<file path="src/rtl/mt_ctrl_if.sv">
// Handshake and state-memory bus between the MT controller and its driver.
// The slave modport is the controller; the master modport is the twist engine/host side.
interface mt_ctrl_if;
  logic        start;
  logic [31:0] seed;
  logic        rn_req;
  logic        done_twist;
  logic        valid_rn;
  logic [1:0]  current_state;
  logic        seed_we;
  logic [9:0]  seed_addr;
  logic [31:0] seed_data;
  logic        busy;
  logic        seeded;
  logic        block_done;
  logic [9:0]  rn_count;
  logic        count_err;

  modport master (
    output start, seed, rn_req, done_twist, valid_rn,
    input  current_state, seed_we, seed_addr, seed_data,
    input  busy, seeded, block_done, rn_count, count_err
  );

  modport slave (
    input  start, seed, rn_req, done_twist, valid_rn,
    output current_state, seed_we, seed_addr, seed_data,
    output busy, seeded, block_done, rn_count, count_err
  );
endinterface

</file>
<file path="src/rtl/mt_ctrl.sv">
// Mersenne-Twister sequencing controller: seeds the state memory, then runs
// twist blocks on request, counting tempered outputs and flagging short blocks.
module mt_ctrl #(
  parameter int unsigned N            = 624,
  parameter logic [31:0] INIT_MULT    = 32'd1812433253,
  parameter int unsigned DRAIN_CYCLES = 5,
  parameter int unsigned EXPECTED_RN  = 624
) (
  input logic      clk,
  input logic      rst_n,
  mt_ctrl_if.slave bus
);

  typedef enum logic [2:0] {
    S_IDLE,
    S_SEED,
    S_TWIST,
    S_TWIST_WRAP,
    S_DRAIN,
    S_READY
  } state_t;

  localparam logic [1:0] MODE_IDLE  = 2'b00;
  localparam logic [1:0] MODE_SEED  = 2'b01;
  localparam logic [1:0] MODE_TWIST = 2'b10;
  localparam logic [1:0] MODE_DRAIN = 2'b11;

  localparam logic [9:0] ADDR_LAST  = 10'(N - 1);
  localparam logic [9:0] RN_EXPECT  = 10'(EXPECTED_RN);
  localparam logic [9:0] RN_MAX     = 10'd1023;
  localparam logic [7:0] DRAIN_LAST = 8'(DRAIN_CYCLES - 1);

  state_t      state;
  logic [7:0]  drain_cnt;
  logic        pending;
  logic [1:0]  current_state;
  logic        seed_we;
  logic [9:0]  seed_addr;
  logic [31:0] seed_data;
  logic        busy;
  logic        seeded;
  logic        block_done;
  logic [9:0]  rn_count;
  logic        count_err;

  logic [31:0] seed_mix;
  logic [31:0] seed_next;
  logic [9:0]  rn_next;

  // Next seed word is derived from the word currently on the write port.
  always_comb begin
    seed_mix  = seed_data ^ (seed_data >> 30);
    seed_next = INIT_MULT * seed_mix + {22'd0, seed_addr} + 32'd1;
    rn_next   = rn_count;
    if (bus.valid_rn && (rn_count != RN_MAX)) begin
      rn_next = rn_count + 10'd1;
    end
  end

  always_ff @(posedge clk or negedge rst_n) begin
    if (!rst_n) begin
      state         <= S_IDLE;
      drain_cnt     <= 8'd0;
      pending       <= 1'b0;
      current_state <= MODE_IDLE;
      seed_we       <= 1'b0;
      seed_addr     <= 10'd0;
      seed_data     <= 32'd0;
      busy          <= 1'b0;
      seeded        <= 1'b0;
      block_done    <= 1'b0;
      rn_count      <= 10'd0;
      count_err     <= 1'b0;
    end else begin
      block_done <= 1'b0;

      if (state inside {S_TWIST, S_TWIST_WRAP, S_DRAIN}) begin
        rn_count <= rn_next;
        if (bus.rn_req) begin
          pending <= 1'b1;
        end
      end

      case (state)
        S_IDLE, S_READY: begin
          // Start takes priority; a same-cycle or pending request is dropped.
          if (bus.start) begin
            state         <= S_SEED;
            current_state <= MODE_SEED;
            busy          <= 1'b1;
            seeded        <= 1'b0;
            pending       <= 1'b0;
            seed_we       <= 1'b1;
            seed_addr     <= 10'd0;
            seed_data     <= bus.seed;
          end else if ((state == S_READY) && (pending || bus.rn_req)) begin
            state         <= S_TWIST;
            current_state <= MODE_TWIST;
            busy          <= 1'b1;
            pending       <= 1'b0;
            rn_count      <= 10'd0;
          end
        end

        S_SEED: begin
          if (seed_addr == ADDR_LAST) begin
            state         <= S_READY;
            current_state <= MODE_IDLE;
            busy          <= 1'b0;
            seeded        <= 1'b1;
            seed_we       <= 1'b0;
            seed_addr     <= 10'd0;
          end else begin
            seed_addr <= seed_addr + 10'd1;
            seed_data <= seed_next;
          end
        end

        S_TWIST: begin
          if (bus.done_twist) begin
            state <= S_TWIST_WRAP;
          end
        end

        S_TWIST_WRAP: begin
          state         <= S_DRAIN;
          current_state <= MODE_DRAIN;
          drain_cnt     <= 8'd0;
        end

        S_DRAIN: begin
          // The final drain cycle's strobe still counts toward the error check.
          if (drain_cnt == DRAIN_LAST) begin
            state         <= S_READY;
            current_state <= MODE_IDLE;
            busy          <= 1'b0;
            block_done    <= 1'b1;
            count_err     <= (rn_next != RN_EXPECT);
          end else begin
            drain_cnt <= drain_cnt + 8'd1;
          end
        end

        default: begin
          state         <= S_IDLE;
          current_state <= MODE_IDLE;
          busy          <= 1'b0;
          seed_we       <= 1'b0;
        end
      endcase
    end
  end

  assign bus.current_state = current_state;
  assign bus.seed_we       = seed_we;
  assign bus.seed_addr     = seed_addr;
  assign bus.seed_data     = seed_data;
  assign bus.busy          = busy;
  assign bus.seeded        = seeded;
  assign bus.block_done    = block_done;
  assign bus.rn_count      = rn_count;
  assign bus.count_err     = count_err;

endmodule

</file>
<file path="src/flat_wrapper.sv">
// flat-port wrapper written by rule: the top's interface ports become plain ports
module mt_ctrl_flat 
#(
  parameter int unsigned N            = 624,
  parameter logic [31:0] INIT_MULT    = 32'd1812433253,
  parameter int unsigned DRAIN_CYCLES = 5,
  parameter int unsigned EXPECTED_RN  = 624
)
  (clk, rst_n, bus_start, bus_seed, bus_rn_req, bus_done_twist, bus_valid_rn, bus_current_state, bus_seed_we, bus_seed_addr, bus_seed_data, bus_busy, bus_seeded, bus_block_done, bus_rn_count, bus_count_err);
  mt_ctrl_if bus_i ();
  input logic clk;
  input logic rst_n;
  input wire logic [$bits(bus_i.start)-1:0] bus_start;
  input wire logic [$bits(bus_i.seed)-1:0] bus_seed;
  input wire logic [$bits(bus_i.rn_req)-1:0] bus_rn_req;
  input wire logic [$bits(bus_i.done_twist)-1:0] bus_done_twist;
  input wire logic [$bits(bus_i.valid_rn)-1:0] bus_valid_rn;
  output wire logic [$bits(bus_i.current_state)-1:0] bus_current_state;
  output wire logic [$bits(bus_i.seed_we)-1:0] bus_seed_we;
  output wire logic [$bits(bus_i.seed_addr)-1:0] bus_seed_addr;
  output wire logic [$bits(bus_i.seed_data)-1:0] bus_seed_data;
  output wire logic [$bits(bus_i.busy)-1:0] bus_busy;
  output wire logic [$bits(bus_i.seeded)-1:0] bus_seeded;
  output wire logic [$bits(bus_i.block_done)-1:0] bus_block_done;
  output wire logic [$bits(bus_i.rn_count)-1:0] bus_rn_count;
  output wire logic [$bits(bus_i.count_err)-1:0] bus_count_err;
  assign bus_i.start = bus_start;
  assign bus_i.seed = bus_seed;
  assign bus_i.rn_req = bus_rn_req;
  assign bus_i.done_twist = bus_done_twist;
  assign bus_i.valid_rn = bus_valid_rn;
  assign bus_current_state = bus_i.current_state;
  assign bus_seed_we = bus_i.seed_we;
  assign bus_seed_addr = bus_i.seed_addr;
  assign bus_seed_data = bus_i.seed_data;
  assign bus_busy = bus_i.busy;
  assign bus_seeded = bus_i.seeded;
  assign bus_block_done = bus_i.block_done;
  assign bus_rn_count = bus_i.rn_count;
  assign bus_count_err = bus_i.count_err;
  mt_ctrl #(.N(N), .INIT_MULT(INIT_MULT), .DRAIN_CYCLES(DRAIN_CYCLES), .EXPECTED_RN(EXPECTED_RN)) u_core (.clk(clk), .rst_n(rst_n), .bus(bus_i));
endmodule
</file>
<file path="config.mk">
export PLATFORM = sky130hd
export DESIGN_NAME = mt_ctrl_flat
export DESIGN_NICKNAME = d
export VERILOG_FILES = /design/src/rtl/mt_ctrl_if.sv /design/src/rtl/mt_ctrl.sv /design/src/flat_wrapper.sv
export SDC_FILE = /design/constraint.sdc
export NUM_CORES = 1
export LEC_CHECK = 0
export BUFFER_PORTS_ARGS = -buffer_cell sky130_fd_sc_hd__buf_2
export CELL_PAD_IN_SITES_DETAIL_PLACEMENT = 0
export CELL_PAD_IN_SITES_GLOBAL_PLACEMENT = 1
export CORE_MARGIN = 1.5
export CORE_UTILIZATION = 35
export DETAILED_ROUTE_END_ITERATION = 6
export GPL_ROUTABILITY_DRIVEN = 0
export HOLD_SLACK_MARGIN = 0.03
export PLACE_DENSITY = 0.61
export SLEW_MARGIN = 15
export SYNTH_ARGS = -nofsm -noshare
export SYNTH_HDL_FRONTEND = slang
export SYNTH_SLANG_ARGS = --single-unit
export TNS_END_PERCENT = 10
</file>
<file path="constraint.sdc">
create_clock -name clk -period 8.8 [get_ports clk]
set_clock_uncertainty 0.1 [all_clocks]
set_input_delay 0.44 -clock clk [delete_from_list [all_inputs] [get_ports clk]]
set_output_delay 0.44 -clock clk [all_outputs]
set_load 0.03 [all_outputs]
</file>
== Word level (Yosys, flattened, before mapping) ==
Index checks and enable logic that the tools add are counted.

* Register bits after elaboration: 71
* Logic and storage cells: 98
* Output and inout bits: 59

* Bitwise gates (word level): 4
* Reductions and logical operators: 19
* Equality and inequality tests: 16
* Multipliers: 1
* Mux-type cells: 41
* Add/subtract/negate cells: 5

{| class="wikitable"
|+ Operators by type and width
! operator !! count
|-
| 2-to-1 mux 10 bit || 7
|-
| 2-to-1 mux 32 bit || 2
|-
| one-hot mux 32 bit (2 select lines) || 1
|-
| adder 32 x 1 -> 32 bit (second input constant) || 1
|-
| adder 32 x 10 -> 32 bit || 1
|-
| multiplier 31 x 32 -> 32 bit (first input constant) || 1
|-
| bitwise XOR 32 x 2 -> 32 bit || 1
|-
| adder 10 x 1 -> 10 bit (second input constant) || 2
|-
| != test 10 bit (second input constant) || 2
|-
| one-hot mux 10 bit (2 select lines) || 1
|-
| one-hot mux 8 bit (2 select lines) || 1
|-
| 2-to-1 mux 3 bit || 5
|-
| one-hot mux 3 bit (5 select lines) || 1
|-
| 2-to-1 mux 1 bit || 14
|-
| AND reduction 4 bit || 3
|-
| == test 10 bit (second input constant) || 1
|-
| != test 2 bit (second input constant) || 5
|-
| one-hot mux 2 bit (5 select lines) || 1
|-
| AND reduction 3 bit || 3
|-
| adder 8 x 1 -> 8 bit (second input constant) || 1
|-
| == test 8 x 3 -> 1 bit (second input constant) || 1
|-
| 2-to-1 mux 2 bit || 4
|-
| 2-to-1 mux 8 bit || 1
|-
| == test 3 x 2 -> 1 bit (second input constant) || 2
|-
| other kinds (16) || 24
|}

== Logic depth before layout (Yosys ltp) ==
* Depth in word-level cells: 7
* Depth in mapped cells: 24

== Worst setup path after synthesis ==
Ideal clock, no wire load.

* Kind: register to register
* From: register u_core.seed_data[31], in the netlist u_core.bus.seed_data[31]
* To: register u_core.seed_data[29], in the netlist u_core.bus.seed_data[29]
* Setup slack: 2.045 ns
* Library setup time: 0.126 ns
* Arrival time: 6.530 ns
* Period minus slack after synthesis: 6.755 ns
* Data required time: 8.574 ns
* Path buffers: 0
* Stages on the path, launching flop included: 25
* Cell sequence: dfrtp_1 xor2_1 xor2_1 ha_1 or2_2 ha_1 inv_1 fa_1 inv_1 ha_1 fa_1 fa_1 fa_1 inv_1 fa_1 inv_1 ha_1 and2_1 o21ai_0 a21oi_1 o31a_1 or3b_4 a41oi_2 mux2i_1 nand3_1

* Word-level cells in the longest chain between the ends: 6

{| class="wikitable"
|+ RTL lines
! what !! line !! text
|-
| start: declaration || mt_ctrl.sv:39 || <nowiki>logic [31:0] seed_data;</nowiki>
|-
| start signal: assignment || mt_ctrl.sv:95 || <nowiki>seed_data <= bus.seed;</nowiki>
|-
| start signal: assignment || mt_ctrl.sv:115 || <nowiki>seed_data <= seed_next;</nowiki>
|-
| bitwise XOR 32 x 2 -> 32 bit || mt_ctrl.sv:52 || <nowiki>seed_mix = seed_data ^ (seed_data >> 30);</nowiki>
|-
| multiplier 31 x 32 -> 32 bit || mt_ctrl.sv:53 || <nowiki>seed_next = INIT_MULT * seed_mix + {22'd0, seed_addr} + 32'd1;</nowiki>
|-
| adder 32 x 10 -> 32 bit || mt_ctrl.sv:53 ||
|-
| adder 32 x 1 -> 32 bit || mt_ctrl.sv:53 ||
|-
| 2-to-1 mux 32 bit || mt_ctrl.sv:106 || <nowiki>if (seed_addr == ADDR_LAST) begin</nowiki>
|-
| one-hot mux 32 bit (2 select lines) || mt_ctrl.sv:84 || <nowiki>case (state)</nowiki>
|}

Every way passes these cells. The select of a mux whose other input is x is not followed.
A chain may end at the register's enable or synchronous reset.

== Final worst setup path ==
* From: register u_core.seed_data[14], in the netlist u_core.bus.seed_data[14]
* To: register u_core.seed_data[30], in the netlist u_core.bus.seed_data[30]

The elaborated chain is that of the path after synthesis.

==> qor.csv <==
metric;value;unit
status;complete, no violations;
Starting Density;35.4;%
fin. max-slew vios;0;
via count;9022;
Rel. slew slack;26.8;%
post-synthesis sequential area ratio;14.6;%
crit path kind;reg -> reg;
startpoint class of the critical path;register;
Post-synth ARST share;100;%
max-cap viol count;0;
Mapped Nets;1735;
FF-to-FF setup slack;1860;ps
GRT Residual Overflow;0;
Final ANT Viol Nets;0;
Avg Cell Area, Syn;9.35;sq um
Final nets;1832;
initial antenna violation count;1;
Synth Register Bits;71;
highest fanout seen on the critical path;10;
Row Count;68;
overall routing resource usage;20.1;%
# Post-CTS Setup Buffers;0;
Die W;190;microns
# diodes;0;
hold_ws;114;ps
core area;0.0344;sq mm
Clock Path Buffers;2;
Port Buffer Count;96;
synth unique cells;61;
vias in the first global route;9631;
library cell with the largest summed area after synthesis;fa_1;
largest net degree at the start of global routing;72;
Reg-to-Reg End;u_core.bus.seed_data[30];
CTS Sinks;71;
HP Class;in -> async;
Synth area leaders;fa_1 (25%), ha_1 (25%), dfrtp_1 (15%);
Mapped Cells;1302;
Finished Core Util;39.2;%
layout cells sized above 1;10.5;%
Register-to-Register Path Depth;21;
Worst EP required;8980;ps
root buf cell;clkbuf_16;
first-pass GRT wire length;54900;microns
number of CTS-inserted buffers;9;
I/O pin cnt;97;
Vias/cell;4.85;
crit share post-route;78.8;%
RSZ-0062 raised after global routing;false;
worst r2r src;u_core.bus.seed_data[14];
post-layout min period;6940;ps
Yosys Warn Count;0;
Die Footprint;0.0359;sq mm
Total Wirelength;33900;microns
hpwl dp;27900;microns
CP Capture Type;register;
Final Hold Vio Count;0;
most frequent cells in the layout;inv_1 (291), ha_1 (241), fa_1 (154);
worst skew pair latency;350;ps
crit path DAT;7120;ps
CTS tree;yes;
die height;190;microns
most used flip-flop cell after synthesis;dfrtp_1;
DRT Pass-1 Iters;4;
TNS Setup;0;ps
DRT iter0 DRCs;433;
Avg WL per Cell;18.2;microns
Post-route DRC;0;
number of synthesized flops with an enable pin;0;
area grow syn2layout;10.8;%
Max H-tree Level;3;
Slew @ Worst Pin;1090;ps
synthesized area;0.0122;sq mm
fmax;144;MHz
# resized after CTS;0;
most common cell after layout, fill and taps aside;inv_1;
CTS Hold Bufs;0;
CTS clk-pin slew, worst paths;60;ps
# setup viols final;0;
area share of the largest cell type after synthesis;25.3;%
synthesized netlist by cell type (3+ instances only):
| library cell | n |
|---|---|
| nor4_1 | 5 |
| mux2i_1 | 6 |
| o21a_1 | 7 |
| nand3b_1 | 4 |
| clkbuf_1 | 19 |
| clkbuf_8 | 5 |
| dfrtp_1 | 71 |
| o2111ai_1 | 3 |
| and2_1 | 6 |
| a31oi_1 | 18 |
| a211oi_1 | 6 |
| nor2b_1 | 9 |
| nand2_1 | 80 |
| nor3_1 | 15 |
| o21ai_0 | 51 |
| xor2_1 | 27 |
| a21oi_1 | 48 |
| xnor2_1 | 36 |
| a21o_1 | 7 |
| or3_1 | 7 |
| nand3_1 | 29 |
| o21bai_1 | 3 |
| nand4_1 | 9 |
| ha_1 | 241 |
| nor2_1 | 73 |
| and3_1 | 8 |
| fa_1 | 154 |
| or2_2 | 3 |
| o31ai_1 | 5 |
| nand2b_1 | 11 |
| nand4b_1 | 3 |
| inv_1 | 291 |
| o211ai_1 | 5 |
metrics by stage:
step                      setup WS (ps)  std cells  cell area [sq um]
final                              1860       1859              13500
after global routing               1350       1859              13500
after CTS                          1850       1859              13500
after detailed placement           1880       1843              13200
after global placement             1940       1843              13200
after floorplan                    2040       1302              12200
critical path, stage by stage, from the launching register on:
cell and delay [ps]:
dfrtp_1 730, ha_1 370, ha_1 320, fa_1 510, inv_1 50, fa_1 480
inv_1 60, fa_1 480, fa_1 510, fa_1 490, inv_1 50, fa_1 480
inv_1 50, ha_1 350, a21oi_1 160, o21ai_0 110, nor2b_1 170, a2111oi_4 380
a31oi_1 240, a41o_1 320, or3_1 360, nand3_1 90
cell families (layout without fill, tap and decap cells):
kind of cell               count (synthesis)  in the layout  synth area share, %
adders and majority gates                395            395                 50.1
AOI/OAI and AO/OA                        175            175                 9.08
muxes                                      6              6                0.493
xor gates and xnor gates                  63             63                 4.53
buffers and inverters                    318            420                 10.4
and+or+nand+nor                          274            274                 10.8
DFF                                       71             71                 14.6
worst max path at each step:
stage / start / end / slack (ps) / cells after the start
2_1_floorplan: u_core.bus.seed_data[31] / u_core.bus.seed_data[29] / 2040 / 24
3_3_place_gp: u_core.bus.seed_data[30] / u_core.bus.seed_data[28] / 1940 / 25
3_5_place_dp: u_core.bus.seed_data[30] / u_core.bus.seed_data[28] / 1880 / 25
4_1_cts: u_core.bus.seed_data[30] / u_core.bus.seed_data[28] / 1850 / 25
5_1_grt: u_core.bus.seed_data[30] / u_core.bus.seed_data[28] / 1350 / 25
6_report: u_core.bus.seed_data[14] / u_core.bus.seed_data[30] / 1860 / 21
flip-flops by register name (all words and copies together), names as in the netlist:
name                      flops
u_core.bus.block_done         1
u_core.bus.busy               1
u_core.bus.count_err          1
u_core.bus.current_state      2
u_core.bus.rn_count          10
u_core.bus.seed_addr         10
u_core.bus.seed_data         32
u_core.bus.seed_we            1
u_core.bus.seeded             1
u_core.drain_cnt              8
u_core.pending                1
u_core.state                  3
routing by layer:
layer / GRT usage, % / up-vias / wire, microns
li1: - / 4415 / -
met1: 28.6 / 4446 / 16700
met2: 32.5 / 127 / 15500
met3: 2.28 / 32 / 1070
met4: 4.98 / 2 / 633
met5: 0 / - / 11
layout make-up:
type	count	area (sq um)
well taps	455	569
fillers	3589	20900
inverters	291	1090
clock inverters	6	70.1
clock buffers	10	229
multi-input cells	913	9140
repair buffers	113	611
flip-flops and latches	71	1780
Power is left out: the tool's default activity adds up to more than one toggle a clock period on the data nets, which glitch-free logic cannot reach.
